<file path="config.mk">
export PLATFORM = sky130hd
export DESIGN_NAME = seg7_scan_driver
export DESIGN_NICKNAME = d
export VERILOG_FILES = /design/src/rtl/seg7_scan_driver.sv
export SDC_FILE = /design/constraint.sdc
export NUM_CORES = 1
export LEC_CHECK = 0
export CORE_MARGIN = 2
export CORE_UTILIZATION = 55
export DETAILED_ROUTE_END_ITERATION = 6
export PLACE_DENSITY = 0.77
export SETUP_SLACK_MARGIN = 0.2
export SLEW_MARGIN = 20
export SYNTH_ARGS = -nofsm -noshare
export SYNTH_HDL_FRONTEND = slang
export SYNTH_SLANG_ARGS = --single-unit
</file>
<file path="constraint.sdc">
create_clock -name clk_in -period 4.37 [get_ports clk_in]
set_clock_uncertainty 0.2 [all_clocks]
set_input_delay 0.6555 -clock clk_in [delete_from_list [all_inputs] [get_ports clk_in]]
set_output_delay 0.6555 -clock clk_in [all_outputs]
set_load 0.01 [all_outputs]
</file>
<file path="src/rtl/seg7_scan_driver.sv">
// Multiplexed seven-segment scan driver with brightness PWM, leading-zero blanking
// and frame-aligned (tear-free) loading of the displayed value.
module seg7_scan_driver #(
  parameter int NUM_DIGITS   = 8,
  parameter int COUNT_PERIOD = 100000,
  parameter int PWM_BITS     = 4
) (
  input  logic                    clk_in,
  input  logic                    rst_in,
  input  logic [4*NUM_DIGITS-1:0] val_in,
  input  logic                    load_in,
  input  logic [NUM_DIGITS-1:0]   digit_en_in,
  input  logic                    blank_lz_in,
  input  logic [PWM_BITS-1:0]     bright_in,
  output logic [NUM_DIGITS-1:0]   an_out,
  output logic [6:0]              seg_out,
  output logic                    frame_done_out
);

  localparam int TIMER_W = $clog2(COUNT_PERIOD);
  localparam int IDX_W   = $clog2(NUM_DIGITS);
  localparam logic [TIMER_W-1:0] TC_VAL    = TIMER_W'(COUNT_PERIOD - 1);
  localparam logic [TIMER_W-1:0] TIMER_ONE = TIMER_W'(1);
  localparam logic [IDX_W-1:0]   LAST_IDX  = IDX_W'(NUM_DIGITS - 1);
  localparam logic [IDX_W-1:0]   IDX_ONE   = IDX_W'(1);

  // Active-low gfedcba pattern for one hex nibble
  function automatic logic [6:0] hex7(input logic [3:0] nib);
    logic [6:0] seg;
    case (nib)
      4'h0:    seg = 7'h40;
      4'h1:    seg = 7'h79;
      4'h2:    seg = 7'h24;
      4'h3:    seg = 7'h30;
      4'h4:    seg = 7'h19;
      4'h5:    seg = 7'h12;
      4'h6:    seg = 7'h02;
      4'h7:    seg = 7'h78;
      4'h8:    seg = 7'h00;
      4'h9:    seg = 7'h10;
      4'hA:    seg = 7'h08;
      4'hB:    seg = 7'h03;
      4'hC:    seg = 7'h46;
      4'hD:    seg = 7'h21;
      4'hE:    seg = 7'h06;
      4'hF:    seg = 7'h0E;
      default: seg = 7'h7F;
    endcase
    return seg;
  endfunction

  logic [TIMER_W-1:0]      timer_r;
  logic [IDX_W-1:0]        idx_r;
  logic [4*NUM_DIGITS-1:0] shadow_r;
  logic [4*NUM_DIGITS-1:0] disp_r;
  logic                    wrap_d_r;
  logic [NUM_DIGITS-1:0]   an_r;
  logic [6:0]              seg_r;
  logic                    frame_done_r;

  logic                    tc_s;
  logic                    wrap_s;
  logic                    zero_run_s;
  logic [3:0]              nib_s [NUM_DIGITS];
  logic [NUM_DIGITS-1:0]   lz_s;
  logic [3:0]              cur_nib_s;
  logic                    duty_s;
  logic                    lit_s;
  logic [NUM_DIGITS-1:0]   an_nxt_s;
  logic [6:0]              seg_nxt_s;

  // Slot timing, leading-zero mask, PWM gate and next output pattern
  always_comb begin
    tc_s       = (timer_r == TC_VAL);
    wrap_s     = tc_s && (idx_r == LAST_IDX);
    zero_run_s = 1'b1;
    lz_s       = {NUM_DIGITS{1'b0}};
    // Walk from the most significant digit so zero_run_s covers nibbles d..top
    for (int d = NUM_DIGITS - 1; d >= 0; d--) begin
      nib_s[d]   = disp_r[4*d +: 4];
      zero_run_s = zero_run_s && (nib_s[d] == 4'h0);
      lz_s[d]    = blank_lz_in && (d != 0) && zero_run_s;
    end
    cur_nib_s = nib_s[idx_r];
    duty_s    = (bright_in == {PWM_BITS{1'b1}}) || (timer_r[PWM_BITS-1:0] < bright_in);
    lit_s     = digit_en_in[idx_r] && !lz_s[idx_r] && duty_s;
    an_nxt_s  = {NUM_DIGITS{1'b1}};
    seg_nxt_s = 7'h7F;
    if (lit_s) begin
      an_nxt_s[idx_r] = 1'b0;
      seg_nxt_s       = hex7(cur_nib_s);
    end else begin
      an_nxt_s  = {NUM_DIGITS{1'b1}};
      seg_nxt_s = 7'h7F;
    end
  end

  // Slot timer and digit index
  always_ff @(posedge clk_in or posedge rst_in) begin
    if (rst_in) begin
      timer_r <= {TIMER_W{1'b0}};
      idx_r   <= {IDX_W{1'b0}};
    end else if (tc_s) begin
      timer_r <= {TIMER_W{1'b0}};
      idx_r   <= wrap_s ? {IDX_W{1'b0}} : idx_r + IDX_ONE;
    end else begin
      timer_r <= timer_r + TIMER_ONE;
    end
  end

  // Shadow capture; the displayed value only changes at a frame boundary
  always_ff @(posedge clk_in or posedge rst_in) begin
    if (rst_in) begin
      shadow_r <= {(4*NUM_DIGITS){1'b0}};
      disp_r   <= {(4*NUM_DIGITS){1'b0}};
    end else begin
      if (load_in) begin
        shadow_r <= val_in;
      end
      if (wrap_s) begin
        disp_r <= load_in ? val_in : shadow_r;
      end
    end
  end

  // Registered pins; frame_done is delayed twice to line up with digit 0 on the pins
  always_ff @(posedge clk_in or posedge rst_in) begin
    if (rst_in) begin
      an_r         <= {NUM_DIGITS{1'b1}};
      seg_r        <= 7'h7F;
      wrap_d_r     <= 1'b0;
      frame_done_r <= 1'b0;
    end else begin
      an_r         <= an_nxt_s;
      seg_r        <= seg_nxt_s;
      wrap_d_r     <= wrap_s;
      frame_done_r <= wrap_d_r;
    end
  end

  assign an_out         = an_r;
  assign seg_out        = seg_r;
  assign frame_done_out = frame_done_r;

endmodule

</file>
After elaboration in Yosys (flattened, before gate mapping) --
Memory sizes are Yosys's and may differ from the RTL's. Cells that the tools add are included.
Word-level totals: memories kept 1, memory bits (read-only) 112, output and inout port bits 16, bits of input ports 48, register bits 101, bits in latches 0, RAM bits 0
Memories:
- (name not given) | depth 16, width 7, read ports 1, clocked after memory_dff 0, write ports 0, line 30 | case (nib)
Cells by class: shift operators 0, equality and inequality tests 3, multiply operators 0, divide/modulo/power cells 0, muxes and demuxes 14, reductions and logical operators 26, order comparisons 4, $add $sub $neg 2, bitwise gates (word level) 2
Operators with widths (number):
- two-way mux 32 bit | 1
- logical NOT 4 bit | 7
- adder 17 x 1 -> 17 bit (second input constant) | 1
- equality test 17 bit (second input constant) | 1
- logical AND 1 bit | 17
- two-way mux 17 bit | 1
- binary-select mux 4 bit (select 3 bit) | 1
- two-way mux 4 bit | 2
- two-way mux 8 bit | 1
- inverter 8 bit | 1
- two-way mux 7 bit | 1
- binary-select mux 1 bit (select 3 bit) | 2
- equality test 4 bit (second input constant) | 1
- greater-or-equal comparator 4 bit (second input constant) | 1
- < comparator 3 x 4 -> 1 bit (second input constant) | 1
- < comparator 4 bit | 1
- inverter 3 -> 4 bit | 1
- adder 3 x 1 -> 3 bit (second input constant) | 1
- demux 1 bit (select 3 bit) | 1
- equality test 3 bit (second input constant) | 1
- greater-or-equal comparator 3 x 1 -> 1 bit (second input constant) | 1
- two-way mux 1 bit | 3
- two-way mux 3 bit | 1
- logical NOT 1 bit | 1
- logical OR 1 bit | 1

Depth between registers and ports, before layout --
word-level depth 14, gate-level depth with buffers 11, depth with buffers taken out 9

Least setup slack after synthesis --
OpenSTA, ideal clock, no wires.
path kind reg2reg, start reg idx_r[1], end reg seg_r[3], in the netlist seg_out[3], path buffers 2, clock period less this slack 2.478 ns, cell stages (with the launch flop) 11, setup slack 1.892 ns, setup time 0.087 ns, required time 4.083 ns, data arrival time 2.192 ns, cells stage by stage dfrtp_1 -> buf_2 -> buf_6 -> mux2_2 -> a221oi_1 -> inv_1 -> ha_1 -> inv_1 -> nor2_1 -> a211oi_1 -> o21ai_0
Between the ends: word-level cells in the longest chain between the ends 6
Ends and longest elaborated chain:
- from (decl) | line 53 | logic [IDX_W-1:0] idx_r;
- from (signal assigned) | line 102 | idx_r <= {IDX_W{1'b0}};
- from (signal assigned) | line 105 | idx_r <= wrap_s ? {IDX_W{1'b0}} : idx_r + IDX_ONE;
- inverter 3 -> 4 bit (implied by the code) / binary-select mux 1 bit (select 3 bit) (equally long branches) | line 84, 86
- binary-select mux 4 bit (select 3 bit) / two-way mux 1 bit (equally long branches) | line 84, 86
- two-way mux 4 bit (implied by the code) / logical NOT 1 bit (equally long branches) | line 84, 86
- two-way mux 4 bit (implied by the code) / logical AND 1 bit (equally long branches) | line 84, 86
- memory read (16 x 7 bit) / logical AND 1 bit (equally long branches)
- two-way mux 7 bit * | line 89 | if (lit_s) begin
- via seg_nxt_s[3] | line 70 | logic [6:0] seg_nxt_s;
- to (signal assigned) | line 135 | seg_r <= seg_nxt_s;
- to (decl) | line 58 | logic [6:0] seg_r;
The timed path passes the listed nets; every way through them passes the cells marked *. The select of a mux whose other input is x is not followed. A chain may end at the register's enable or synchronous reset.

Worst setup path in the final report --
start reg idx_r[0], end reg seg_r[4], in the netlist seg_out[4]
The elaborated chain is that of the path after synthesis.

==> metrics <==
Slew headroom=0.433; CTS clock-pin slew for the worst setup and hold paths=0.10 ns; I/O Pins=64; Switching Power=0.000383 W; Max clock buf depth=2; crit start category=register; Syn-to-layout area delta=17.8%; endpoint class of the critical path=register; post-synthesis async set-or-reset flop share=1.00; Initial Util=0.575; CTS tree=built; Power Dens Cells=305 nW/um2; Static Leak=2.47 nW; sequential power share=0.570; FF-to-FF path depth=7; Hold Path Class=reg -> reg; Seq/Total Area, Yosys=0.534; H-tree depth=3; # diodes=0; CTS Hold Bufs=0; Mapped Area=4770 um2; vias per cell=5.66; Post-Syn Nets=407; Max-Cap Viols=0; Worst-Margin Slew=0.827 ns; row count=33; min Tclk post-route=3.11 ns; Die W=97.1 um; Mapped Avg Cell Area=13.8 um2; design area=5620 um2; critical path type=reg -> reg; Unique masters post-synth=46; clock root buffer master=clkbuf_8; area leader, netlist=dfrtp_1; # clock sinks=101; reg-to-reg critical path endpoint=seg_out[4]; number of synthesized flops with an enable pin=0; die height=97.1 um; Worst EP required=4.48 ns; status=completed; worst reg2reg startpoint=idx_r[0]; final slew viol count=0; Pre-antenna DRT Iters=4; count of final hold-check violations=0; Int Power=0.00133 W; total grt overflow=0; number of global-route vias before repair=2983; maximum VDD drop=0.000191 V; Core ar.=8300 um2; Most used DFF post-synth=dfrtp_1; WP data arrival=3.21 ns; CTS resizes=0; first-iteration detailed-routing DRC count=135; largest net degree at the start of global routing=54; Tcrit/Tclk final=0.711; Cells after Synth=347; worst hold path cell count=0; Switching Share=0.223; register bit total from synthesis=101; clock latency on the worst-skew pair=0.36 ns; Port Buf Inserts=63; Max Fclk=322 MHz; Tot GR Track Use=0.207; RSZ-0062 raised after global routing=no; Hold Startpoint=wrap_d_r; first-pass GRT wire length=15600 um; Critical Path Fanout Max=16; WL/cell=17.7 um; Final GP Congestion=0.994; r2r setup slk=1.26 ns; Post-Route WL=9120 um; Post-CTS Setup Repair Bufs=0; DRC Markers=0; setup TNS=0 ns; TritonCTS buffer count=9; placed inst area=5420 um2; endpoints failing setup=0; post-synth top area share=0.451; die area=9440 um2; number of antenna violations at the first check in global routing=0; Hold EP=frame_done_out; Via Count=2919; clock power share=0.350; combinational share of power=0.080; Routed Antenna Nets=0; yosys warns=0; Post-DP HPWL=6650 um; top cells by area, synth=dfrtp_1, mux2_2, mux2_4; final net count=466; share of cells above drive strength 1=0.285
-- critical path, cell delays in order (launching register included) --
cell and delay (ns):
dfrtp_1 0.68, buf_4 0.30, mux4_2 0.53, mux2i_1 0.64, nand2_1 0.30, o22ai_1 0.26, a21oi_1 0.08, nand2_1 0.08
-- worst max path at each step --
stage,start,slack [ns],endpoint
after global routing,timer_r[5],1.07,disp_r[28]
final,idx_r[0],1.26,seg_out[4]
after CTS,idx_r[0],1.34,seg_out[4]
after detailed placement,timer_r[5],1.37,disp_r[28]
after global placement,bright_in[1],1.45,seg_out[6]
after floorplan,rst_in,0.89,disp_r[0]
-- power by group through the flow --
stage               registers, W  clock network (W)  logic [W]
finish                  0.000979           0.000601   0.000137
CTS                     0.000979           0.000616   0.000140
detailed placement      0.000998                  0   0.000139
floorplan               0.000996                  0  0.0000667
global placement        0.000995                  0   0.000136
global route            0.000983           0.000655   0.000150
-- state kept, by name (all words and copies together), names as in the netlist --
signal,cells
an_out,8
wrap_d_r,1
seg_out,7
frame_done_out,1
disp_r,32
idx_r,3
shadow_r,32
timer_r,17
-- kinds of logic (layout without fill, tap and decap cells) --
kind of cell    after synthesis  in the layout  share of synthesized area
buf+inv                      29             93                     0.0417
xor+xnor                     15             15                     0.0275
mux                          83             83                      0.236
flops                       101            101                      0.534
fa+ha+maj                    12             12                     0.0315
compound gates               26             26                     0.0404
simple gates                 81             81                     0.0894
-- layout by cell type, fill, tap and decap left out, types with 2 or more instances in the layout --
cell and n:
a21o_1 3, a21oi_1 3, a31oi_1 2, and3_1 3, buf_4 3, clkbuf_8 10, clkdlybuf4s50_1 63, clkinv_2 2
dfrtp_1 86, dfstp_2 15, ha_1 12, inv_1 9, inv_6 2, mux2_2 40, mux2_4 29, mux2i_1 6
mux4_2 7, nand2_1 12, nand2b_1 3, nand3_1 13, nand3b_1 5, nand4_1 7, nor2_1 19, nor2b_1 5
nor3_1 3, nor4_1 6, o21ai_0 4, o221ai_1 3, o22ai_1 2, o2bb2ai_1 2, xnor2_1 8, xor2_1 7
-- layout make-up --
type / count / area, um2
multi-input cells: 217 / 2030
clock inverters: 6 / 68.8
inverters: 10 / 38.8
fillers: 602 / 2680
clock buffers: 10 / 138
flip-flops and latches: 101 / 2550
well taps: 105 / 131
repair buffers: 67 / 673
-- routing by layer --
metal / GRT usage / up-vias / routed length, um / part of all wire
li1: - / 1355 / - / -
met1: 0.279 / 1468 / 4040 / 0.44
met2: 0.340 / 83 / 4580 / 0.50
met3: 0.0446 / 13 / 389 / 0.043
met4: 0.0585 / 0 / 115 / 0.013
met5: 0 / - / 0 / 0
-- per-stage QoR --
step           cells  power (W)  utilization  hold WS, ns  setup WS [ns]
2_1_floorplan    347    0.00106            -        0.131          0.892
3_3_place_gp     500    0.00113        0.653        0.132           1.45
3_5_place_dp     500    0.00114        0.653        0.146           1.37
4_1_cts          516    0.00173        0.678        0.168           1.34
5_1_grt          516    0.00179        0.678        0.173           1.07
6_report         516    0.00172        0.678        0.162           1.26
-- synthesized netlist by cell type, types with 2 or more instances --
| library cell | n |
|---|---|
| nand2_1 | 12 |
| o221ai_1 | 3 |
| xor2_1 | 7 |
| a21oi_1 | 3 |
| nor4_1 | 6 |
| nand2b_1 | 3 |
| o2bb2ai_1 | 2 |
| mux2i_1 | 6 |
| nand4_1 | 7 |
| nand3b_1 | 5 |
| dfrtp_1 | 86 |
| mux2_2 | 40 |
| nor3_1 | 3 |
| o22ai_1 | 2 |
| buf_12 | 4 |
| buf_2 | 5 |
| nor2b_1 | 5 |
| a31oi_1 | 2 |
| dfstp_2 | 15 |
| and3_1 | 3 |
| a21o_1 | 3 |
| ha_1 | 12 |
| xnor2_1 | 8 |
| o21ai_0 | 4 |
| clkbuf_1 | 3 |
| buf_4 | 3 |
| mux2_4 | 29 |
| nand3_1 | 13 |
| inv_1 | 10 |
| buf_1 | 3 |
| nor2_1 | 19 |
| mux4_2 | 7 |
Power figures use the tool's default switching activity.
